<file path="src/rtl/mem_req_arbiter.sv">
// Two-port arbiter sharing one in-order memory port, with a tag FIFO that routes responses home.
// Define MEM_ARB_FIXED_PRIO_EN to give port 0 fixed priority instead of round-robin.
module mem_req_arbiter #(
  parameter int BUS_WIDTH       = 64,
  parameter int ADDR_WIDTH      = 32,
  parameter int MAX_OUTSTANDING = 4
) (
  input  logic                              clock,
  input  logic                              reset,
  input  logic [1:0]                        req_valid_in,
  input  logic [1:0]                        req_write_in,
  input  logic [2*ADDR_WIDTH-1:0]           req_addr_in,
  input  logic [2*BUS_WIDTH-1:0]            req_data_in,
  output logic [1:0]                        req_ready_out,
  output logic [1:0]                        resp_valid_out,
  output logic [BUS_WIDTH-1:0]              resp_data_out,
  input  logic [1:0]                        resp_ready_in,
  output logic                              mem_req_valid_out,
  output logic                              mem_req_write_out,
  output logic [ADDR_WIDTH-1:0]             mem_req_addr_out,
  output logic [BUS_WIDTH-1:0]              mem_req_data_out,
  input  logic                              mem_req_ready_in,
  input  logic                              mem_resp_valid_in,
  input  logic [BUS_WIDTH-1:0]              mem_resp_data_in,
  output logic                              mem_resp_ready_out,
  output logic [$clog2(MAX_OUTSTANDING):0]  outstanding_out,
  output logic                              err_unexpected_resp_out
);

  localparam int PTR_W = $clog2(MAX_OUTSTANDING);
  localparam int CNT_W = PTR_W + 1;
  localparam logic [CNT_W-1:0] FULL_COUNT = CNT_W'(MAX_OUTSTANDING);
  localparam logic [PTR_W-1:0] PTR_ONE    = PTR_W'(1);

  typedef enum logic [1:0] {
    LOCK_NONE,
    LOCK_P0,
    LOCK_P1
  } lock_state_t;

  lock_state_t lock_state, lock_next;

  logic [PTR_W-1:0] wr_ptr, rd_ptr;
  logic [CNT_W-1:0] count;
  logic             tag_mem [MAX_OUTSTANDING];

  logic full, empty;
  logic grant;
  logic req_go, issue, pop;
  logic head;
  logic resp_live;
  logic err;

  logic [ADDR_WIDTH-1:0] addr0, addr1;
  logic [BUS_WIDTH-1:0]  data0, data1;

  assign addr0 = req_addr_in[ADDR_WIDTH-1:0];
  assign addr1 = req_addr_in[2*ADDR_WIDTH-1:ADDR_WIDTH];
  assign data0 = req_data_in[BUS_WIDTH-1:0];
  assign data1 = req_data_in[2*BUS_WIDTH-1:BUS_WIDTH];

  assign full  = (count == FULL_COUNT);
  assign empty = (count == '0);

`ifndef MEM_ARB_FIXED_PRIO_EN
  logic rr_prio;

  always_ff @(posedge clock) begin
    if (reset) begin
      rr_prio <= 1'b0;
    end else if (issue) begin
      rr_prio <= ~grant;
    end
  end
`endif

  // A held lock always wins so the memory-side payload stays frozen across a stall.
  always_comb begin
    grant = 1'b0;
    if (lock_state == LOCK_P0) begin
      grant = 1'b0;
    end else if (lock_state == LOCK_P1) begin
      grant = 1'b1;
    end else if (req_valid_in == 2'b10) begin
      grant = 1'b1;
    end else if (req_valid_in == 2'b11) begin
`ifdef MEM_ARB_FIXED_PRIO_EN
      grant = 1'b0;
`else
      grant = rr_prio;
`endif
    end
  end

  assign req_go            = (|req_valid_in) && !full;
  assign mem_req_valid_out = req_go && !reset;
  assign issue             = mem_req_valid_out && mem_req_ready_in;

  assign mem_req_write_out = req_write_in[grant];
  assign mem_req_addr_out  = grant ? addr1 : addr0;
  assign mem_req_data_out  = grant ? data1 : data0;
  assign req_ready_out     = issue ? (grant ? 2'b10 : 2'b01) : 2'b00;

  always_ff @(posedge clock) begin
    if (reset) begin
      lock_state <= LOCK_NONE;
    end else begin
      lock_state <= lock_next;
    end
  end

  always_comb begin
    lock_next = lock_state;
    if (issue) begin
      lock_next = LOCK_NONE;
    end else if (mem_req_valid_out) begin
      lock_next = grant ? LOCK_P1 : LOCK_P0;
    end
  end

  always_ff @(posedge clock) begin
    if (issue) begin
      tag_mem[wr_ptr] <= grant;
    end
  end

  // Pointers wrap naturally because the depth is a power of two.
  always_ff @(posedge clock) begin
    if (reset) begin
      wr_ptr <= '0;
      rd_ptr <= '0;
      count  <= '0;
    end else begin
      if (issue) begin
        wr_ptr <= wr_ptr + PTR_ONE;
      end
      if (pop) begin
        rd_ptr <= rd_ptr + PTR_ONE;
      end
      count <= count + CNT_W'(issue) - CNT_W'(pop);
    end
  end

  assign head               = tag_mem[rd_ptr];
  assign resp_live          = mem_resp_valid_in && !empty && !reset;
  assign resp_valid_out     = head ? {resp_live, 1'b0} : {1'b0, resp_live};
  assign resp_data_out      = mem_resp_data_in;
  assign mem_resp_ready_out = !reset && !empty && resp_ready_in[head];
  assign pop                = mem_resp_valid_in && mem_resp_ready_out;

  always_ff @(posedge clock) begin
    if (reset) begin
      err <= 1'b0;
    end else if (mem_resp_valid_in && empty) begin
      err <= 1'b1;
    end
  end

  assign outstanding_out         = count;
  assign err_unexpected_resp_out = err;

endmodule

</file>
<file path="config.mk">
export PLATFORM = sky130hd
export DESIGN_NAME = mem_req_arbiter
export DESIGN_NICKNAME = d
export VERILOG_FILES = /design/src/rtl/mem_req_arbiter.sv
export SDC_FILE = /design/constraint.sdc
export NUM_CORES = 1
export LEC_CHECK = 0
export CORE_AREA = 2 2 169 171
export CTS_BUF_LIST = sky130_fd_sc_hd__clkbuf_2 sky130_fd_sc_hd__clkbuf_4 sky130_fd_sc_hd__clkbuf_8
export DETAILED_ROUTE_END_ITERATION = 12
export DIE_AREA = 0 0 171 173
export GPL_ROUTABILITY_DRIVEN = 1
export HOLD_SLACK_MARGIN = 0.06
export SLEW_MARGIN = 10
export SYNTH_ARGS = -nofsm -noshare
export SYNTH_HDL_FRONTEND = slang
export SYNTH_SLANG_ARGS = --single-unit
</file>
<file path="constraint.sdc">
create_clock -name clock -period 2.6 [get_ports clock]
set_input_delay 0.52 -clock clock [delete_from_list [all_inputs] [get_ports clock]]
set_output_delay 0.52 -clock clock [all_outputs]
set_load 0.02 [all_outputs]
</file>
==> results.json <==
{
  "critPathMaxFanout": 3,
  "grt_pass1_vias": 3090,
  "grt_start_max_net_pins": 14,
  "cts.sinks": 17,
  "synth_nets": 530,
  "cts_made_buffers": 3,
  "max_clock_freq_mhz": 395,
  "core_area_sq_um": 27600,
  "finalHoldViolCount": 0,
  "postCtsHoldBufs": 0,
  "worstPathCellList": "mux4_2 > mux2i_4 > nor2_1 > ha_1 > inv_1 > ha_1 > fa_1 > xnor2_1 > xnor2_1 > nor2_1",
  "cp.arrival_ns": 2.68,
  "highest_layer": "met5",
  "status": "completed",
  "cpPeakStageDelay_ns": 0.54,
  "rsz0062_at_grt": "true",
  "die_w_microns": 171,
  "ys_types": 34,
  "required_ns": 2.75,
  "yosysWarnings": 0,
  "io_pins": 437,
  "syn_area_per_cell_sq_um": 9.93,
  "p_leak_nw": 2.41,
  "maxCapViolations": 0,
  "syn_to_final_growth_pct": 129,
  "routabilityCongestion": 0.756,
  "p_per_area_nw_per_um2": 380,
  "cts.path.max_buffers": 2,
  "grt_pass1_wl_mm": 19.0,
  "initial_core_util_pct": 9.23,
  "antenna_left": 0,
  "finalPower_mw": 2.22,
  "worst-slew-pin-transition_ns": 0.337,
  "cts-root-buf": "clkbuf_8",
  "cts_tree": "yes",
  "hp-class": "reg -> reg",
  "wl_met2_mm": 6.39,
  "m1WireLength_mm": 5.75,
  "skew_ns": 0.00693,
  "end_kind": "flop",
  "gr-total-overflow": 0,
  "via_per_inst": 3.29,
  "die-area_sq_um": 29600,
  "yosys_register_bits": 17,
  "finalMaxSlewViolations": 0,
  "rows": 61,
  "firstDrtPassIters": 4,
  "via_count": 3002,
  "die_h_microns": 173,
  "grt_util_all_layers_pct": 8.64,
  "min_period_ns": 2.53,
  "drc_errors": 0,
  "fillers": 3075,
  "clk_latency_ns": 0.25,
  "drtIter0Drc": 72,
  "hold_ws_ns": 0.473,
  "hpwl_mm": 10.5,
  "netlist_area_sq_um": 2550,
  "path_clk_slew_ns": 0.07,
  "startpoint_type": "flop",
  "ir_drop_mv": 0.300,
  "setup-violations-final": 0,
  "layout-drive-gt1-share_pct": 44.7,
  "cpMaxStageDelayCell": "mux4_2",
  "seq_area_frac_synth_pct": 14.9,
  "postRouteWirelength_mm": 14.1,
  "slew_headroom_pct": 77.3,
  "grt_antenna_before_repair": 1,
  "numPortBuffers": 308,
  "wl_per_cell_microns": 15.5,
  "met3WireLength_mm": 1.86,
  "path_class": "reg -> reg",
  "post-route-period-util_pct": 97.3,
  "syn_inst": 257,
  "cts_max_level": 1,
  "fin_nets": 807
}
[cell type report]
| type | count | area [sq um] | share of cell area, % |
|---|---|---|---|
| timing repair buffer | 349 | 3290 | 56.3 |
| multi-input combinational | 152 | 1610 | 27.5 |
| tap | 378 | 473 | 8.09 |
| sequential | 17 | 383 | 6.55 |
| clock buffer | 3 | 41.3 | 0.706 |
| inverter | 11 | 41.3 | 0.706 |
| clock inverter | 1 | 5.00 | 0.0856 |
| antenna | 1 | 2.50 | 0.0428 |
[layer usage]
layer  up-vias  GRT usage, %
met1      1352          10.4
met3         9          3.96
li1       1389             -
met5         -          1.51
met2       248          14.4
met4         4         0.742
[cell usage in the layout, fill, tap and decap left out, drive strengths merged]
cell and count:
clkdlybuf4s50 203, buf 116, mux2 97, dlygate4sd2 17
dfxtp 13, inv 11, clkdlybuf4s15 11, nor2 8
ha 6, o21ai 5, and2 5, a21oi 5
edfxtp 4, nor2b 3, xnor2 3, clkbuf 3
nor3 2, or3 2, bufbuf 2, mux2i 2
nor3b 2, o21bai 2, diode 1, or3b 1
mux4 1, nand2b 1, a31oi 1, or2 1
o311ai 1, o41ai 1, nand2 1, o31ai 1
fa 1, clkinv 1
[kinds of logic after synthesis]
group | Yosys count | synth area share, %
xor+xnor | 3 | 1.03
buf+inv | 88 | 24.6
compound gates | 16 | 4.02
mux | 100 | 45.8
fa+ha+maj | 7 | 3.73
simple gates | 26 | 5.89
flops | 17 | 14.9
[synth_stat cells]
library cell	count	area [sq um]
a31oi_2	1	12.5
a21oi_1	5	25.0
mux2_2	89	1000
nor2b_1	3	18.8
clkbuf_1	1	3.75
mux2_4	8	120
edfxtp_1	4	120
nor3b_2	1	12.5
inv_1	11	41.3
o31ai_1	1	7.51
mux2i_1	1	10.0
buf_6	2	22.5
buf_2	1	5.00
buf_4	72	541
nor3b_1	1	7.51
buf_8	1	15.0
dfxtp_1	13	260
nor2_1	8	30.0
or3_1	2	12.5
xnor2_1	3	26.3
o21bai_1	2	15.0
or2_1	1	6.26
fa_1	1	20.0
ha_1	6	75.1
o311ai_0	1	8.76
o41ai_1	1	8.76
nand2_1	1	3.75
nand2b_2	1	8.76
mux4_2	1	22.5
nor3_1	2	10.0
o21ai_0	5	25.0
mux2i_2	1	13.8
and2_1	5	31.3
or3b_1	1	8.76
[stage by stage]
stage	setup WS [ns]	TNS, ns	cells	instance area (sq um)	util, %
3_3_place_gp	-0.717	-63.74	878	5640	20.4
4_1_cts	0.00323	0	909	5940	21.5
6_report	0.0704	0	912	5850	21.2
3_5_place_dp	-0.684	-60.65	878	5640	20.4
2_1_floorplan	0.0933	0	257	2550	-
5_1_grt	-0.0605	-0.0605	911	5840	21.1
[path summary, 6_finish.rpt]
| kind | start | endpoint | slack, ns | cells after the start |
|---|---|---|---|---|
| max reg2reg | tag_mem[0] | outstanding_out[2] | 0.07 | 10 |
| min reg2reg | rd_ptr[1] | flop | 0.47 | 1 |
| min | rd_ptr[1] | flop | 0.47 | 1 |
| max | tag_mem[0] | outstanding_out[2] | 0.07 | 10 |
[critical path: cells and delay by family, from the launching register on]
family,cells,cell delay (ns)
adder cells (fa/ha/maj),3,0.83
multiplexers,2,0.76
flip-flops,1,0.37
XOR/XNOR,2,0.32
AND/OR/NAND/NOR,2,0.11
buffers and inverters,1,0.04
[power by group]
part	switching (mW)	internal [mW]	leakage, nW
sequential	0.0300	0.305	0.144
combinational	0.723	0.967	2.24
clock	0.0912	0.106	0.0255
total	0.844	1.38	2.41
[repair_timing]
action	CTS	global route
gates resized for setup	355	31
endpoints found under the setup margin	104	33
hold endpoints to repair	0	0
pin swaps	5	2
gates cloned	8	0
buffers inserted	19	2
No activity file was read; power rests on OpenSTA's default activity.
